File: src/rtl/pcie_tx_cpl_arb.sv
// pcie_tx_cpl_arb
//   2:1 packet-atomic round-robin arbiter merging two AXI-S completion
//   streams (MMIO responders) into one TX stream toward the port mux.
//   The output is fully registered through a 2-entry skid buffer, so
//   m_tready never reaches s*_tready combinationally.
//
// Ports
//   clk, rst_n                 core clock, async active-low reset
//   s{0,1}_tvalid/tready/tlast source handshake and end of packet
//   s{0,1}_tdata/tkeep         beat payload and byte enables
//   s{0,1}_tuser_vendor        sideband, passed through unchanged
//   m_tvalid/tready/tlast      merged output handshake
//   m_tdata/tkeep/tuser_vendor merged output payload
//   pkt_cnt0/pkt_cnt1          packets forwarded per source (wrapping)
//   busy                       packet in progress or output buffer occupied
module pcie_tx_cpl_arb #(
    parameter int DATA_W = 512,
    parameter int USER_W = 10,
    parameter int KEEP_W = DATA_W / 8,
    parameter int CNT_W  = 16
) (
    input  logic              clk,
    input  logic              rst_n,
    input  logic              s0_tvalid,
    output logic              s0_tready,
    input  logic              s0_tlast,
    input  logic [DATA_W-1:0] s0_tdata,
    input  logic [KEEP_W-1:0] s0_tkeep,
    input  logic [USER_W-1:0] s0_tuser_vendor,
    input  logic              s1_tvalid,
    output logic              s1_tready,
    input  logic              s1_tlast,
    input  logic [DATA_W-1:0] s1_tdata,
    input  logic [KEEP_W-1:0] s1_tkeep,
    input  logic [USER_W-1:0] s1_tuser_vendor,
    output logic              m_tvalid,
    input  logic              m_tready,
    output logic              m_tlast,
    output logic [DATA_W-1:0] m_tdata,
    output logic [KEEP_W-1:0] m_tkeep,
    output logic [USER_W-1:0] m_tuser_vendor,
    output logic [CNT_W-1:0]  pkt_cnt0,
    output logic [CNT_W-1:0]  pkt_cnt1,
    output logic              busy
);

    typedef enum logic [1:0] {IDLE, LOCK0, LOCK1} state_e;

    state_e             state_q, state_d;
    logic               rr_ptr_q, rr_ptr_d;
    logic               skid_full_q, skid_full_d;
    logic               valid0_q, valid0_d;
    logic               last0_q, last0_d, last1_q, last1_d;
    logic [DATA_W-1:0]  data0_q, data0_d, data1_q, data1_d;
    logic [KEEP_W-1:0]  keep0_q, keep0_d, keep1_q, keep1_d;
    logic [USER_W-1:0]  user0_q, user0_d, user1_q, user1_d;
    logic [CNT_W-1:0]   cnt0_q, cnt0_d, cnt1_q, cnt1_d;

    logic               gnt0, gnt1, acc0, acc1, acc, pop;
    logic               in_last;
    logic [DATA_W-1:0]  in_data;
    logic [KEEP_W-1:0]  in_keep;
    logic [USER_W-1:0]  in_user;

    always_comb begin
        // NOTE: every signal gets a default up front so no path can infer a latch.
        gnt0 = 1'b0;
        gnt1 = 1'b0;
        unique case (state_q)
            IDLE: begin
                // Round-robin only breaks ties; a lone requester always wins.
                if (s0_tvalid && s1_tvalid) begin
                    gnt0 = ~rr_ptr_q;
                    gnt1 = rr_ptr_q;
                end else begin
                    gnt0 = s0_tvalid;
                    gnt1 = s1_tvalid;
                end
            end
            LOCK0:   gnt0 = 1'b1;
            LOCK1:   gnt1 = 1'b1;
            default: ;
        endcase

        s0_tready = gnt0 & ~skid_full_q;
        s1_tready = gnt1 & ~skid_full_q;
        acc0      = s0_tvalid & s0_tready;
        acc1      = s1_tvalid & s1_tready;
        acc       = acc0 | acc1;
        pop       = valid0_q & m_tready;

        in_last = gnt1 ? s1_tlast        : s0_tlast;
        in_data = gnt1 ? s1_tdata        : s0_tdata;
        in_keep = gnt1 ? s1_tkeep        : s0_tkeep;
        in_user = gnt1 ? s1_tuser_vendor : s0_tuser_vendor;

        state_d     = state_q;
        rr_ptr_d    = rr_ptr_q;
        cnt0_d      = cnt0_q;
        cnt1_d      = cnt1_q;
        skid_full_d = skid_full_q;
        valid0_d    = valid0_q;
        last0_d     = last0_q;
        data0_d     = data0_q;
        keep0_d     = keep0_q;
        user0_d     = user0_q;
        last1_d     = last1_q;
        data1_d     = data1_q;
        keep1_d     = keep1_q;
        user1_d     = user1_q;

        if (acc) begin
            if (in_last) begin
                state_d  = IDLE;
                rr_ptr_d = acc0;  // the port just served loses the next tie
                if (acc0) cnt0_d = cnt0_q + CNT_W'(1);
                else      cnt1_d = cnt1_q + CNT_W'(1);
            end else begin
                state_d = acc1 ? LOCK1 : LOCK0;
            end
        end

        // Entry0 faces the output; entry1 only absorbs the one beat that can
        // arrive in the cycle m_tready drops, since tready is a registered view.
        if (pop && skid_full_q) begin
            valid0_d    = 1'b1;
            last0_d     = last1_q;
            data0_d     = data1_q;
            keep0_d     = keep1_q;
            user0_d     = user1_q;
            skid_full_d = 1'b0;
        end else if (acc) begin
            if (!valid0_q || pop) begin
                valid0_d = 1'b1;
                last0_d  = in_last;
                data0_d  = in_data;
                keep0_d  = in_keep;
                user0_d  = in_user;
            end else begin
                last1_d     = in_last;
                data1_d     = in_data;
                keep1_d     = in_keep;
                user1_d     = in_user;
                skid_full_d = 1'b1;
            end
        end else if (pop) begin
            valid0_d = 1'b0;
        end
    end

    // NOTE: payload registers are reset too because every output must read 0 in reset.
    always_ff @(posedge clk or negedge rst_n) begin
        if (!rst_n) begin
            state_q     <= IDLE;
            rr_ptr_q    <= 1'b0;
            cnt0_q      <= '0;
            cnt1_q      <= '0;
            skid_full_q <= 1'b0;
            valid0_q    <= 1'b0;
            last0_q     <= 1'b0;
            data0_q     <= '0;
            keep0_q     <= '0;
            user0_q     <= '0;
            last1_q     <= 1'b0;
            data1_q     <= '0;
            keep1_q     <= '0;
            user1_q     <= '0;
        end else begin
            // NOTE: non-blocking assignments so all flops update from pre-edge values.
            state_q     <= state_d;
            rr_ptr_q    <= rr_ptr_d;
            cnt0_q      <= cnt0_d;
            cnt1_q      <= cnt1_d;
            skid_full_q <= skid_full_d;
            valid0_q    <= valid0_d;
            last0_q     <= last0_d;
            data0_q     <= data0_d;
            keep0_q     <= keep0_d;
            user0_q     <= user0_d;
            last1_q     <= last1_d;
            data1_q     <= data1_d;
            keep1_q     <= keep1_d;
            user1_q     <= user1_d;
        end
    end

    assign m_tvalid       = valid0_q;
    assign m_tlast        = last0_q;
    assign m_tdata        = data0_q;
    assign m_tkeep        = keep0_q;
    assign m_tuser_vendor = user0_q;
    assign pkt_cnt0       = cnt0_q;
    assign pkt_cnt1       = cnt1_q;
    assign busy           = (state_q != IDLE) | valid0_q;

endmodule

File: config.mk
export PLATFORM = sky130hd
export DESIGN_NAME = pcie_tx_cpl_arb
export DESIGN_NICKNAME = d
export VERILOG_FILES = /design/src/rtl/pcie_tx_cpl_arb.sv
export SDC_FILE = /design/constraint.sdc
export NUM_CORES = 2
export LEC_CHECK = 0
export CORE_AREA = 3 3 697 699
export DETAILED_ROUTE_END_ITERATION = 8
export DIE_AREA = 0 0 700 702
export PLACE_DENSITY_LB_ADDON = 0.05
export SETUP_SLACK_MARGIN = 0.05
export SYNTH_ARGS = -nofsm -noshare
export SYNTH_HDL_FRONTEND = slang
export SYNTH_SLANG_ARGS = --single-unit
File: constraint.sdc
create_clock -name clk -period 2.19 [get_ports clk]
set_input_delay 0.5475 -clock clk [delete_from_list [all_inputs] [get_ports clk]]
set_output_delay 0.5475 -clock clk [all_outputs]
set_load 0.01 [all_outputs]
Yosys cells after proc, flatten, opt, wreduce, memory -nomap -nowiden. Cells that the tools add are included. Widths: inputs -> output; s select.

Register bits after elaboration: 1211. Bits of input ports: 1179. Output and inout port bits: 623. Word-level logic and storage cells: 77.

Add/subtract/negate cells: 2. Equality and inequality tests: 4. Muxes and demuxes: 29. Bitwise gates (word level): 12. Reduce and logical (&&, ||, !) cells: 16.

Operators by type and width (number): $mux 512 (4); $mux 64 (4); $mux 10 (4); $add 16x1->16 const B (2); $mux 1 (13); $reduce_and 3->1 (3); $reduce_and 2->1 (4); $reduce_bool 2->1 (3); $and 1x1->1 (5); $not 1->1 (5); $mux 2 (2); $pmux 1 s2 (2); $ne 3x1->1 const B (1); $reduce_bool 3->1 (1); $eq 2x1->1 const B (1); $eq 2x2->1 const B (1); $logic_and 1x1->1 (2); $logic_not 2->1 (1); $ne 2x2->1 const B (1); $or 1x1->1 (2); $logic_not 1->1 (1); $logic_or 1x1->1 (1).

Longest topological paths before layout.
Word-level depth: 8. Gate-level depth with buffers: 8. Gate-level depth less buffers: 5.

Worst setup path after synthesis. Ideal clock, no wire load.

Path type: input to register. From: input s1_tvalid. To: register data0_q[418], in the netlist m_tdata[418]. Arrival time: 1933 ps. Required time: 2065 ps. Path slack: 132 ps. Stages on the path: 7. Path through: nand2b_1 -> a21o_1 -> o2bb2ai_1 -> buf_2 -> buf_2 -> buf_2 -> mux2_2.

Longest elaborated chain between the ends: 8. Elaborated cells on any way between the ends: 16. Those cells by class: 8 x mux; 5 x bitwise; 3 x reduce/logical.

Ends and longest elaborated chain: start: declaration (line 30) `input logic s1_tvalid,`; $logic_and 1x1->1 (line 72) `if (s0_tvalid && s1_tvalid) begin`; $mux 1 (line 72); $pmux 1 s2 (line 69) `unique case (state_q)`; $and 1x1->1, on equally long branches (line 85, 86); $and 1x1->1, on equally long branches (line 87, 88); $or 1x1->1 (line 89) `acc = acc0 | acc1;`; $reduce_bool 2->1 (no source line); $reduce_and 2->1 (no source line); end signal: assignment (line 177) `data0_q <= data0_d;`; end: declaration (line 54) `logic [DATA_W-1:0] data0_q, data0_d, data1_q, data1_d;`.

Several ways; a longest one is shown, not always the timed one. The select of a mux whose other input is x is not followed. A chain may end at the register's enable or synchronous reset.

Final worst setup path.
From: register state_q[1]. To: output s1_tready.

Longest elaborated chain between the ends: 3. Elaborated cells on any way between the ends: 4. Those cells by class: 1 x eq/ne; 1 x mux; 1 x bitwise; 1 x reduce/logical.

Ends and longest elaborated chain: start: declaration (line 49) `state_e state_q, state_d;`; start signal: assignment (line 170) `state_q <= state_d;`; $eq 2x2->1 or $logic_not 2->1 (tied branches) (line 69); $pmux 1 s2 (*) (line 69); $and 1x1->1 (*) (line 86) `s1_tready = gnt1 & ~skid_full_q;`; end: declaration (line 31) `output logic s1_tready,`.

Every way passes the cells marked *; elsewhere a longest branch is shown, timed or not.

==> out/qor.csv <==
stage,metric,value,unit
logic_synthesis,most frequent cell after synthesis,dfrtp_1,
clock_tree,Clock Pin Slew Worst Setup and Hold Paths,60,ps
power,PD cells,1490,mW/mm^2
timing,Fin Clk Skew,33.2,ps
power,combinational share of power,52.6,%
die,Initial Util,12.1,%
setup_path,cell chain of the critical path,nor3b_4 > buf_12 > buf_16 > nor3_4 > buf_6,
power,Worst VDD drop,0.585,mV
global_route,first-pass GRT wire length,597000,um
die,Core Region,0.479,mm^2
die,overall die area,0.491,mm^2
clock_tree,later-pin clock latency in the skew report,890,ps
die,Die Y,702,um
power,Leak Pwr,0.0405,uW
timing,headroom to the max-slew limit,48.4,%
die,# IOs,1802,
setup_path,Worst path slowest cell,dfrtp_2,
logic_synthesis,"top cells by area, synth","dfrtp_1 52%, a31oi_1 13%, mux2_2 11%",
setup_path,crit path buf inv count,3,
routing,ANT nets after route,0,
placement,PortBufs,1801,
timing,min Tclk post-route,2590,ps
clock_tree,TritonCTS clock tree,built,
status,failing checks,negative setup slack,
logic_synthesis,synthesized net count,7220,
finish,multi-input logic area,0.0265,mm^2
timing,Max Slew Vio Count,0,
power,Seq pwr share,27.1,%
power,sw power,61100,uW
logic_synthesis,Mapped Cells,6039,
global_route,vias in the first global route,62900,
global_route,Global Route Usage Sum,17.8,%
setup_path,Critical Path Max Stage Delay,470,ps
setup_path,cell family with most CP delay,flip-flops,
logic_synthesis,post-synthesis area per instance,9.59,um^2
finish,Layout Cells excl Fill,15500,
status,outcome,"finished, violations left",
finish,nets@finish,10100,
clock_tree,Root Driver,clkbuf_16,
placement,"Cell Area, Placed",0.0939,mm^2
routing,detailed-router iteration count before antenna repair,5,
timing,Achievable Freq,386,MHz
global_route,initial antenna violation count,317,
timing,final worst path period share,118,%
power,sw frac,40.5,%
routing,vias per inst,3.96,
routing,wire per inst,29.4,um
setup_path,Worst Setup Start Kind,flip-flop,
worst_hold_path,class of the worst hold path,input pin to asynchronous set/reset pin,
timing,setup TNS,-176260,ps
timing,unrepaired setup endpoints after global routing,yes,
timing,worst setup margin,-401,ps
logic_synthesis,cell taking the most area after synthesis,dfrtp_1,
clock_tree,Longest Clk Path Bufs,4,
timing,final hold violation count,0,
setup_path,Crit. End Element,output pin,
global_route,pin count of the biggest net entering global routing,112,
clock_tree,H-tree levels,4,
finish,Layout Utilization,21.1,%
finish,# fillers,52700,
routing,Post-route DRC,0,
placement,post-DP HPWL,362000,um
finish,Area Growth Syn to Fin,75.0,%
finish,Storage cell area,0.0304,mm^2
power,Pwr Total,151000,uW
setup_path,Crit path required time,1640,ps
global_route,GRT Residual Overflow,0,
die,row cnt,254,
die,chip width,700,um
clock_tree,Num CTS Buffers,189,
logic_synthesis,most instantiated cells after synthesis,"1211 x dfrtp_1, 1181 x nor2_1, 1174 x a31oi_1",
setup_path,Critical Path AT,2040,ps
power,clock group share of total power,20.2,%
finish,post-route cell area,0.101,mm^2
power,Internal Power,89800,uW
timing,worst slew pin tran,766,ps
logic_synthesis,Mapped Area,0.0579,mm^2
job,maxcap violations,0,
placement,placer's final routability congestion estimate,0.791,
routing,Post-Route WL,456000,um
clock_tree,clk sinks,1211,
placement,Placed Cells incl. Taps,15000,
logic_synthesis,Synth Register Bits,1211,
timing,Final setup viols,1191,
setup_path,Setup CP Type,flip-flop to output pin,
finish,layout cells sized above 1,33.7,%
logic_synthesis,Post-synth EDFFs,0,
logic_synthesis,ys flop type,dfrtp_1,
logic_synthesis,post-synth top area share,52.3,%
routing,via count,61400,
logic_synthesis,Synth cell types,38,
logic_synthesis,sequential share of the synthesized area,52.3,%
routing,initial DRC count,3398,
logic_synthesis,yosys warns,0,
setup_path,largest fanout on the critical path,5,
logic_synthesis,Synth async-reset ratio,100,%
placed cells by master, fill, tap and decap left out, drive strengths merged, types with 2 or more instances in the layout:
cell           count
diode            100
xor2              12
bufinv             4
dfrtp           1211
bufbuf             7
nand4             10
and3               3
clkdlybuf4s15      3
o21ai            588
nand2b             2
nand3            596
and4               3
nand2             20
clkdlybuf4s50   1317
clkinvlp           2
inv               12
nor3              11
a21o               2
and2               2
ha                 2
a21oi              2
mux2             587
clkinv            17
xnor2             18
clkbuf           290
or4b               2
nor4               5
buf             1904
nor2            1181
a31oi           1174
flip-flops by register name, summed over array words and instances, names as in the netlist, 2 cells and up:
register	cells
pkt_cnt0	16
user1_q	10
m_tkeep	64
keep1_q	64
m_tuser_vendor	10
pkt_cnt1	16
m_tdata	512
data1_q	512
state_q	2
stage by stage:
stage	setup slack, ps	hold slack (ps)
6_report	-401	223
5_1_grt	-534	188
3_5_place_dp	-1140	429
3_3_place_gp	-1140	429
4_1_cts	-543	127
2_1_floorplan	132	252
metal layers:
layer / global-route usage, % / up-vias / wire length, um
met5: 0 / - / 588
met4: 7.11 / 88 / 19400
met3: 4.51 / 768 / 28500
met2: 32.5 / 2088 / 235000
met1: 19.5 / 30500 / 172000
li1: - / 27900 / -
power by group through the flow:
stage                     clock [uW]  sequential [uW]  combinational (uW)
after floorplan                    0            41800               32300
after global placement             0            41200               80200
after detailed placement           0            41400               80700
after CTS                      32300            41100               80800
after global routing           32800            42400               86200
final                          30500            40900               79400
logic make-up (layout without fill, tap and decap cells):
family                   count (synthesis)  count (layout)  synth area share, %
AND/OR/NAND/NOR                       1843            1843                 13.5
AO/OA/AOI/OAI                         1770            1770                 17.9
flip-flops                            1211            1211                 52.3
buffers and inverters                  596            3558                 4.40
multiplexers                           587             587                 11.4
XOR/XNOR                                30              30                0.454
adder cells (fa/ha/maj)                  2               2               0.0432
other                                    0             100                    0
worst register-to-register path, delay by kind of cell (launching register included):
kind,cells,cell delay [ps]
mux,1,270
buf+inv,6,990
compound gates,1,100
simple gates,2,570
flops,1,470
area by class of cell:
| cell class | instances | area share (%) |
|---|---|---|
| Sequential cell | 1211 | 30.0 |
| Timing Repair Buffer | 3241 | 29.9 |
| Multi-Input combinational cell | 4232 | 26.1 |
| Tap cell | 6400 | 7.90 |
| Clock buffer | 282 | 5.51 |
| Clock inverter | 30 | 0.311 |
| Antenna cell | 100 | 0.247 |
| Inverter | 5 | 0.0185 |
what timing repair did:
action / CTS / global route
endpoints found under the setup margin: 1795 / 1340
hold buffers: 1 / 0
hold endpoints to repair: 350 / 0
pin swaps: 11 / 1
buffers inserted: 57 / 6
gates resized for setup: 2459 / 154
cloned: 20 / 8
path summary, 6_finish.rpt:
kind | startpoint | slack, ps | to | cells past startpoint
hold / removal | rst_n | 220 | m_tdata[47] | 2
min in group clk | s1_tdata[294] | 260 | data1_q[294] | 3
setup / recovery | state_q[1] | -400 | s1_tready | 5
setup reg to reg | state_q[1] | -340 | m_tkeep[11] | 10
hold reg to reg | pkt_cnt0[15] | 480 | pkt_cnt0[15] | 1
max in group asynchronous | rst_n | 800 | m_tdata[281] | 5
(Power assumes the default switching activity.)
